**config.mk**
```make
export PLATFORM = sky130hd
export DESIGN_NAME = wave_seq_ctrl_flat
export DESIGN_NICKNAME = d
export VERILOG_FILES = /design/src/rtl/wave_seq_ctrl_if.sv /design/src/rtl/wave_seq_ctrl.sv /design/src/flat_wrapper.sv
export SDC_FILE = /design/constraint.sdc
export NUM_CORES = 1
export LEC_CHECK = 0
export ABC_AREA = 1
export CORE_UTILIZATION = 55
export DETAILED_ROUTE_END_ITERATION = 7
export PLACE_DENSITY = 0.81
export SKIP_CTS_REPAIR_TIMING = 1
export SYNTH_ARGS = -nofsm -noshare
export SYNTH_HDL_FRONTEND = slang
export SYNTH_SLANG_ARGS = --single-unit
```
**constraint.sdc**
```tcl
create_clock -name clk -period 2.8 [get_ports clk]
set_clock_uncertainty 0.2 [all_clocks]
set_input_delay 0.56 -clock clk [delete_from_list [all_inputs] [get_ports clk]]
set_output_delay 0.56 -clock clk [all_outputs]
set_load 0.01 [all_outputs]
```
**src/rtl/wave_seq_ctrl_if.sv**
```systemverilog
// Control and data bundle between the playback sequencer, the wavetable ROM
// and the PDM modulator. The sequencer attaches through the slave modport.
interface wave_seq_ctrl_if #(
  parameter int ADDR_W  = 10,
  parameter int DATA_W  = 8,
  parameter int PHASE_W = 16,
  parameter int CNT_W   = 16
);
  logic               start;
  logic               stop;
  logic [PHASE_W-1:0] tuning_word;
  logic [CNT_W-1:0]   num_periods;
  logic [ADDR_W-1:0]  rom_addr;
  logic [DATA_W-1:0]  rom_q;
  logic [DATA_W-1:0]  sample;
  logic               sample_valid;
  logic               pdm_rst;
  logic               period_wrap;
  logic               busy;
  logic               done;

  modport slave (
    input  start, stop, tuning_word, num_periods, rom_q,
    output rom_addr, sample, sample_valid, pdm_rst, period_wrap, busy, done
  );

  modport master (
    output start, stop, tuning_word, num_periods, rom_q,
    input  rom_addr, sample, sample_valid, pdm_rst, period_wrap, busy, done
  );
endinterface

```
**src/rtl/wave_seq_ctrl.sv**
```systemverilog
// Wavetable playback sequencer: phase-accumulator addressing, start/stop and
// period-count control, and a latency-tracked valid tag so that every address
// issued to the ROM produces exactly one valid sample toward the PDM modulator.
module wave_seq_ctrl #(
  parameter int ADDR_W  = 10,
  parameter int DATA_W  = 8,
  parameter int PHASE_W = 16,
  parameter int ROM_LAT = 2,
  parameter int CNT_W   = 16
) (
  input  logic           clk,
  input  logic           rst,
  wave_seq_ctrl_if.slave bus
);

  typedef enum logic [1:0] {IDLE, RUN, DRAIN, DONE} state_t;

  // Drain counter only needs to hold ROM_LAT-1.
  localparam int DRAIN_W = (ROM_LAT > 1) ? $clog2(ROM_LAT) : 1;
  localparam logic [DATA_W-1:0] MID_SCALE = {1'b1, {(DATA_W-1){1'b0}}};

  state_t               state_reg;
  logic [PHASE_W-1:0]   phase_reg;
  logic [PHASE_W-1:0]   tw_reg;
  logic [CNT_W-1:0]     np_reg;
  logic [CNT_W-1:0]     count_reg;
  logic [DRAIN_W-1:0]   drain_reg;
  logic [ROM_LAT-1:0]   pipe_reg;
  logic [DATA_W-1:0]    sample_reg;
  logic                 valid_reg;
  logic                 wrap_reg;
  logic                 busy_reg;
  logic                 pdm_rst_reg;
  logic                 done_reg;

  logic [PHASE_W:0]     phase_sum;
  logic                 carry;
  logic [CNT_W-1:0]     count_next;
  logic                 period_end;
  logic                 last_run;
  logic                 tag;
  logic                 pipe_tail;

  // Accumulator step with explicit carry-out; the carry marks a period boundary.
  assign phase_sum  = {1'b0, phase_reg} + {1'b0, tw_reg};
  assign carry      = phase_sum[PHASE_W];
  // The count is compared for equality only, so in continuous mode it may wrap freely.
  assign count_next = count_reg + CNT_W'(1);
  assign period_end = carry && (np_reg != '0) && (count_next == np_reg);
  assign last_run   = period_end || bus.stop;
  // Every RUN cycle issues exactly one address, so the tag is just "in RUN".
  assign tag        = (state_reg == RUN);
  assign pipe_tail  = pipe_reg[ROM_LAT-1];

  assign bus.rom_addr     = tag ? phase_reg[PHASE_W-1 -: ADDR_W] : '0;
  assign bus.sample       = sample_reg;
  assign bus.sample_valid = valid_reg;
  assign bus.period_wrap  = wrap_reg;
  assign bus.busy         = busy_reg;
  assign bus.pdm_rst      = pdm_rst_reg;
  assign bus.done         = done_reg;

  // Playback FSM with phase/count bookkeeping and registered status outputs.
  always_ff @(posedge clk) begin
    if (rst) begin
      state_reg   <= IDLE;
      phase_reg   <= '0;
      tw_reg      <= '0;
      np_reg      <= '0;
      count_reg   <= '0;
      drain_reg   <= '0;
      wrap_reg    <= 1'b0;
      busy_reg    <= 1'b0;
      pdm_rst_reg <= 1'b1;
      done_reg    <= 1'b0;
    end else begin
      wrap_reg <= 1'b0;
      done_reg <= 1'b0;
      case (state_reg)
        IDLE: begin
          // A zero tuning word would never advance, so such a start is ignored.
          if (bus.start && (bus.tuning_word != '0)) begin
            tw_reg      <= bus.tuning_word;
            np_reg      <= bus.num_periods;
            phase_reg   <= '0;
            count_reg   <= '0;
            state_reg   <= RUN;
            busy_reg    <= 1'b1;
            pdm_rst_reg <= 1'b0;
          end
        end
        RUN: begin
          phase_reg <= phase_sum[PHASE_W-1:0];
          if (carry) begin
            wrap_reg  <= 1'b1;
            count_reg <= count_next;
          end
          // The current address is still issued and tagged on the exit cycle.
          if (last_run) begin
            state_reg <= DRAIN;
            drain_reg <= DRAIN_W'(ROM_LAT - 1);
          end
        end
        DRAIN: begin
          if (drain_reg == '0) begin
            state_reg <= DONE;
            done_reg  <= 1'b1;
          end else begin
            drain_reg <= drain_reg - DRAIN_W'(1);
          end
        end
        DONE: begin
          state_reg   <= IDLE;
          busy_reg    <= 1'b0;
          pdm_rst_reg <= 1'b1;
        end
        default: state_reg <= IDLE;
      endcase
    end
  end

  // Valid-tag pipe matched to ROM latency, and the output sample register.
  always_ff @(posedge clk) begin
    if (rst) begin
      pipe_reg   <= '0;
      sample_reg <= MID_SCALE;
      valid_reg  <= 1'b0;
    end else begin
      for (int i = ROM_LAT - 1; i > 0; i--) begin
        pipe_reg[i] <= pipe_reg[i-1];
      end
      pipe_reg[0] <= tag;
      valid_reg   <= pipe_tail;
      // Leaving DONE returns the modulator input to mid-scale for IDLE.
      if (state_reg == DONE) begin
        sample_reg <= MID_SCALE;
      end else if (pipe_tail) begin
        sample_reg <= bus.rom_q;
      end
    end
  end

endmodule

```
**src/flat_wrapper.sv**
```systemverilog
// flat-port wrapper written by rule: the top's interface ports become plain ports
module wave_seq_ctrl_flat 
#(
  parameter int ADDR_W  = 10,
  parameter int DATA_W  = 8,
  parameter int PHASE_W = 16,
  parameter int ROM_LAT = 2,
  parameter int CNT_W   = 16
)
  (clk, rst, bus_start, bus_stop, bus_tuning_word, bus_num_periods, bus_rom_q, bus_rom_addr, bus_sample, bus_sample_valid, bus_pdm_rst, bus_period_wrap, bus_busy, bus_done);
  wave_seq_ctrl_if #(.ADDR_W(ADDR_W), .DATA_W(DATA_W), .PHASE_W(PHASE_W), .CNT_W(CNT_W)) bus_i ();
  input  logic clk;
  input  logic rst;
  input wire logic [$bits(bus_i.start)-1:0] bus_start;
  input wire logic [$bits(bus_i.stop)-1:0] bus_stop;
  input wire logic [$bits(bus_i.tuning_word)-1:0] bus_tuning_word;
  input wire logic [$bits(bus_i.num_periods)-1:0] bus_num_periods;
  input wire logic [$bits(bus_i.rom_q)-1:0] bus_rom_q;
  output wire logic [$bits(bus_i.rom_addr)-1:0] bus_rom_addr;
  output wire logic [$bits(bus_i.sample)-1:0] bus_sample;
  output wire logic [$bits(bus_i.sample_valid)-1:0] bus_sample_valid;
  output wire logic [$bits(bus_i.pdm_rst)-1:0] bus_pdm_rst;
  output wire logic [$bits(bus_i.period_wrap)-1:0] bus_period_wrap;
  output wire logic [$bits(bus_i.busy)-1:0] bus_busy;
  output wire logic [$bits(bus_i.done)-1:0] bus_done;
  assign bus_i.start = bus_start;
  assign bus_i.stop = bus_stop;
  assign bus_i.tuning_word = bus_tuning_word;
  assign bus_i.num_periods = bus_num_periods;
  assign bus_i.rom_q = bus_rom_q;
  assign bus_rom_addr = bus_i.rom_addr;
  assign bus_sample = bus_i.sample;
  assign bus_sample_valid = bus_i.sample_valid;
  assign bus_pdm_rst = bus_i.pdm_rst;
  assign bus_period_wrap = bus_i.period_wrap;
  assign bus_busy = bus_i.busy;
  assign bus_done = bus_i.done;
  wave_seq_ctrl #(.ADDR_W(ADDR_W), .DATA_W(DATA_W), .PHASE_W(PHASE_W), .ROM_LAT(ROM_LAT), .CNT_W(CNT_W)) u_core (.clk(clk), .rst(rst), .bus(bus_i));
endmodule
```
==> After elaboration in Yosys (flattened, before gate mapping) <==
Cells that the tools add are included.
{ "totals": {"regBits": 82, "latchBits": 0, "ram_bits": 0, "romBits": 0, "input_bits": 44, "output_inout_bits": 23, "word_cells": 63, "n_memories": 0} }
{ "op_classes": {"add_sub_neg": 3, "n_mul": 0, "n_div": 0, "order_cmp": 0, "eq_ne": 8, "n_shift": 0, "mux": 18, "bitwise": 2, "reduce_logical": 19} }
{ "op_table": {"columns": ["operator", "count"], "rows": [
  ["$pmux W16 S2", 2],
  ["$mux W16", 2],
  ["$reduce_bool A16 Y1", 2],
  ["$add A16 B16 Y17", 1],
  ["$add A16 B1 Y16 const B", 1],
  ["$eq A16 B16 Y1", 1],
  ["$mux W10", 1],
  ["$pmux W2 S4", 1],
  ["$reduce_and A2 Y1", 4],
  ["$mux W1", 6],
  ["$mux W2", 3],
  ["$ne A2 B1 Y1 const B", 3],
  ["$pmux W1 S2", 3],
  ["$reduce_and A3 Y1", 2],
  ["$reduce_bool A2 Y1", 3],
  ["$reduce_or A2 Y1", 3],
  ["$eq A2 B2 Y1 const B", 2],
  ["$logic_and A1 B1 Y1", 3],
  ["$eq A2 B1 Y1 const B", 1],
  ["$logic_not A2 Y1", 1],
  ["$ne A2 B2 Y1 const B", 1],
  ["$not A1 Y1", 2],
  ["$logic_or A1 B1 Y1", 1],
  ["$sub A1 B1 Y1 const B", 1]
]} }

==> Longest topological paths before layout <==
{ "logic_depth": {"word_depth": 6, "ltp_mapped": 17, "depth_no_buf": 17} }

==> Worst setup path before layout <==
Ideal clock, no wire load.
{ "synth_timing": {"path_kind": "register -> register", "start": "reg u_core.tw_reg[0]", "end": "reg u_core.count_reg[0]", "setup_ns": 0.086, "arrival_time_ns": 1.941, "required_time_ns": 2.514, "path_slack_ns": 0.573, "path_stages_with_launch": 14, "period_less_slack_ns": 2.227, "cell_sequence": "dfxtp_1 ha_1 inv_1 fa_1 inv_1 a21oi_1 o21ai_2 nand2_1 nand2_1 a21oi_2 nand2_1 nand2_2 buf_6 a211oi_1"} }
{ "synth_via": {"elab_chain_cells": 3} }
{ "synth_lines": {"columns": ["element", "line_no", "text"], "rows": [
  ["start, declared", "wave_seq_ctrl.sv:24", "logic [PHASE_W-1:0] tw_reg;"],
  ["start signal, assigned", "wave_seq_ctrl.sv:83", "tw_reg <= bus.tuning_word;"],
  ["$add A16 B16 Y17", "wave_seq_ctrl.sv:45", "assign phase_sum = {1'b0, phase_reg} + {1'b0, tw_reg};"],
  ["$ne A2 B1 Y1 (no source line)", null, null],
  ["$reduce_and A3 Y1 (no source line)", null, null],
  ["end signal, assigned", "wave_seq_ctrl.sv:96", "count_reg <= count_next;"],
  ["end, declared", "wave_seq_ctrl.sv:26", "logic [CNT_W-1:0] count_reg;"]
]} }
No other way between the ends.
A chain may end at the register's enable or synchronous reset.

==> Worst setup path in the final report <==
{ "layout_timing": {"start": "reg u_core.state_reg[1]", "end": "out bus_rom_addr[3]"} }
{ "layout_via": {"elab_chain_cells": 2} }
{ "layout_lines": {"columns": ["element", "line_no", "text"], "rows": [
  ["start, declared", "wave_seq_ctrl.sv:22", "state_t state_reg;"],
  ["start signal, assigned", "wave_seq_ctrl.sv:66", "state_reg <= IDLE;"],
  ["start signal, assigned", "wave_seq_ctrl.sv:87", "state_reg <= RUN;"],
  ["start signal, assigned", "wave_seq_ctrl.sv:100", "state_reg <= DRAIN;"],
  ["$eq A2 B1 Y1", "wave_seq_ctrl.sv:52", "assign tag = (state_reg == RUN);"],
  ["via u_core.tag", "wave_seq_ctrl.sv:41", "logic tag;"],
  ["$mux W10", "wave_seq_ctrl.sv:55", "assign bus.rom_addr = tag ? phase_reg[PHASE_W-1 -: ADDR_W] : '0;"],
  ["end, declared", "flat_wrapper.sv:19", "output wire logic [$bits(bus_i.rom_addr)-1:0] bus_rom_addr;"]
]} }
The timed path passes the listed nets, and every way through them passes these cells.

==> impl_metrics.json <==
{
  "status": "finished clean",
  "netlist_top_cells_count": "nand2_1 (187), a21oi_1 (97), dfxtp_1 (82)",
  "grt_pass1_wl_um": 18900,
  "initial_utilization_pct": 57.9,
  "ys_types": 37,
  "wl_um": 11300,
  "grt_antenna_before_repair": 0,
  "dp_hpwl_um": 8450,
  "synth-warning-count": 0,
  "ys_seq_area_share_pct": 36.1,
  "drc_errors": 0,
  "fp.dieW_um": 92.9,
  "cts_root_buffer": "clkbuf_8",
  "first_pass_iters": 7,
  "synth_top_area_share_pct": 36.1,
  "clk_pin_slew_ns": 0.09,
  "multi_input_comb_area_um2": 2520,
  "grt_max_degree": 27,
  "crit_fanout": 12,
  "cts_buffers": 9,
  "cts_tree": "yes",
  "grt_pass1_vias": 4251,
  "whs_path_depth": 2,
  "r2r-start": "u_core.phase_reg[0]",
  "final_util_pct": 71.7,
  "die_y_um": 92.9,
  "h-tree-depth": 3,
  "grt_setup_unrepaired": "no",
  "core_area_um2": 7850,
  "placed_area_um2": 5420,
  "ir_drop_uv": 420,
  "p_per_area_nw_per_um2": 792,
  "arrival_ns": 1.89,
  "clock_sinks": 82,
  "hp-class": "register to register",
  "crit_required_ns": 2.04,
  "tightest_slew_ns": 0.369,
  "grt-ovfl-total": 0,
  "synth_nets": 736,
  "slew_headroom_pct": 75.2,
  "netlist_instances": 669,
  "cp_slowest_cell": "clkdlybuf4s50_1",
  "power_leakage_nw": 2.45,
  "synth_top_cell_by_area": "dfxtp_1",
  "ant_nets": 0,
  "max_cap_viol_count": 0,
  "vias_per_cell": 5.36,
  "synth_most_common_cell": "nand2_1",
  "finalHoldViolations": 0,
  "cpMostUsedCell": "inv_1",
  "yosys_register_bits": 82,
  "hold_end": "u_core.pipe_reg[1]",
  "critical-path-max-stage-delay_ns": 0.52,
  "fin_crit_ns": 2.65,
  "worstSetupPathType": "register to primary output",
  "die_area_um2": 8630,
  "cts_buffer_depth": 2,
  "pin_count": 67,
  "io_buffers": 66,
  "fmax_mhz": 377,
  "finalSetupTns_ns": 0,
  "async_reset_ff_share_pct": 0,
  "fin_crit_sh_pct": 94.8,
  "syn_to_final_growth_pct": 23.8,
  "std_cell_rows": 32,
  "ys.flop_type": "dfxtp_1",
  "drt_iter0_drc": 275,
  "final_nets": 811,
  "clk_latency_ns": 0.36,
  "setup_viol": 0,
  "r2r_slack_ns": 0.28,
  "fin_area_um2": 5620,
  "critPathLaunchType": "register",
  "path_buf_inv": 4,
  "worstHoldStart": "u_core.pipe_reg[0]",
  "synth_area_um2": 4540,
  "syn_avg_cell_area_um2": 6.79,
  "final_max_slew_viol_count": 0,
  "drive_gt1_share_pct": 7.88,
  "synthTopCellsByArea": "dfxtp_1 (36%), nand2_1 (15%), a21oi_1 (11%)",
  "path_delay_family": "buffers and inverters",
  "num-fill-cells": 648,
  "seqCellArea_um2": 1640,
  "synth_edf_count": 0,
  "reg2reg_to": "u_core.state_reg[1]",
  "post_drt_wl_per_cell_um": 13.3,
  "dr_total_vias": 4562,
  "path_cells": "inv_1 -> ha_1 -> buf_6 -> nand2_1 -> inv_1 -> clkdlybuf4s50_1",
  "rr_worst_depth": 15,
  "grt_usage_pct": 27.3,
  "end_kind": "primary output",
  "place.gp.congestion": 0.839,
  "diodes": 0
}
## report_power, final
part | total (mW) | internal [mW] | switching, mW | leakage, nW
Sequential | 1.65 | 1.43 | 0.218 | 0.671
Clock | 0.883 | 0.438 | 0.445 | 0.103
Combinational | 1.92 | 0.771 | 1.15 | 1.68
Total | 4.45 | 2.64 | 1.81 | 2.45
## cells in the final DEF (no fill, tap or decap), types with 2 or more instances in the layout
| cell type | count |
|---|---|
| inv_1 | 70 |
| nor2_1 | 52 |
| o21bai_1 | 2 |
| nor2_2 | 8 |
| xnor3_1 | 3 |
| nand2_2 | 6 |
| nor3_1 | 2 |
| buf_4 | 15 |
| clkinv_2 | 2 |
| clkbuf_8 | 10 |
| o21ai_0 | 33 |
| nand3_2 | 3 |
| a22oi_1 | 5 |
| clkdlybuf4s50_1 | 66 |
| a21oi_1 | 97 |
| clkinv_1 | 6 |
| o21ai_2 | 2 |
| ha_1 | 22 |
| nand4_1 | 2 |
| xor2_1 | 2 |
| nor2_4 | 2 |
| a31oi_1 | 3 |
| nor4_1 | 4 |
| xnor2_1 | 5 |
| nand3_1 | 38 |
| buf_12 | 3 |
| a21o_1 | 3 |
| nand2_1 | 187 |
| dfxtp_1 | 82 |
## cell type report
type | count | share of cell area (%)
Tap cell | 102 | 2.27
Timing Repair Buffer | 85 | 15.0
Clock buffer | 10 | 2.45
Clock inverter | 6 | 1.16
Inverter | 77 | 5.14
Sequential cell | 82 | 29.2
Multi-Input combinational cell | 489 | 44.8
## kinds of logic (layout without fill, tap and decap cells)
family / Yosys count / count (layout) / share of synthesized area, %
and+or+nand+nor: 305 / 305 / 28.3
AOI/OAI and AO/OA: 151 / 151 / 17.8
buffers and inverters: 98 / 178 / 8.43
DFF: 82 / 82 / 36.1
adders and majority gates: 23 / 23 / 6.50
xor gates and xnor gates: 10 / 10 / 2.84
## per-layer routing
metal / share of wire (%) / wire, um / track usage (%) / vias to the layer above
li1: - / - / - / 2329
met1: 42 / 4770 / 32.4 / 2091
met2: 51 / 5710 / 49.9 / 132
met3: 5.9 / 668 / 5.58 / 10
met4: 1.2 / 141 / 6.92 / 0
met5: 0 / 0 / 0 / -
## worst register-to-register path: stages (launching register included)
cell	delay, ns
dfxtp_1	0.35
ha_1	0.17
inv_1	0.06
fa_1	0.35
inv_1	0.10
a21oi_1	0.09
o21ai_2	0.18
nand2_1	0.07
nand2_1	0.16
a21oi_2	0.11
nor2_1	0.14
nand3_2	0.13
nand3_2	0.14
nand3_1	0.09
nand2_1	0.07
nor2_1	0.04
## worst max path at each step
stage,from,cells after the start,end
6_report,u_core.state_reg[1],6,bus_rom_addr[3]
5_1_grt,u_core.state_reg[1],6,bus_rom_addr[4]
4_1_cts,u_core.state_reg[1],6,bus_rom_addr[6]
3_5_place_dp,bus_tuning_word[8],10,u_core.count_reg[7]
3_3_place_gp,bus_tuning_word[8],10,u_core.count_reg[2]
2_1_floorplan,u_core.tw_reg[0],13,u_core.count_reg[0]
## metrics by stage
step	hold slack (ns)	setup slack (ns)	cells	total power, mW
floorplan	0.188	0.573	669	2.92
global placement	0.197	0.0539	835	3.48
detailed placement	0.198	-0.0206	835	3.56
CTS	0.223	0.0984	851	4.44
global route	0.253	0.00602	851	4.76
finish	0.225	0.145	851	4.45
No activity file was read; power rests on OpenSTA's default activity.
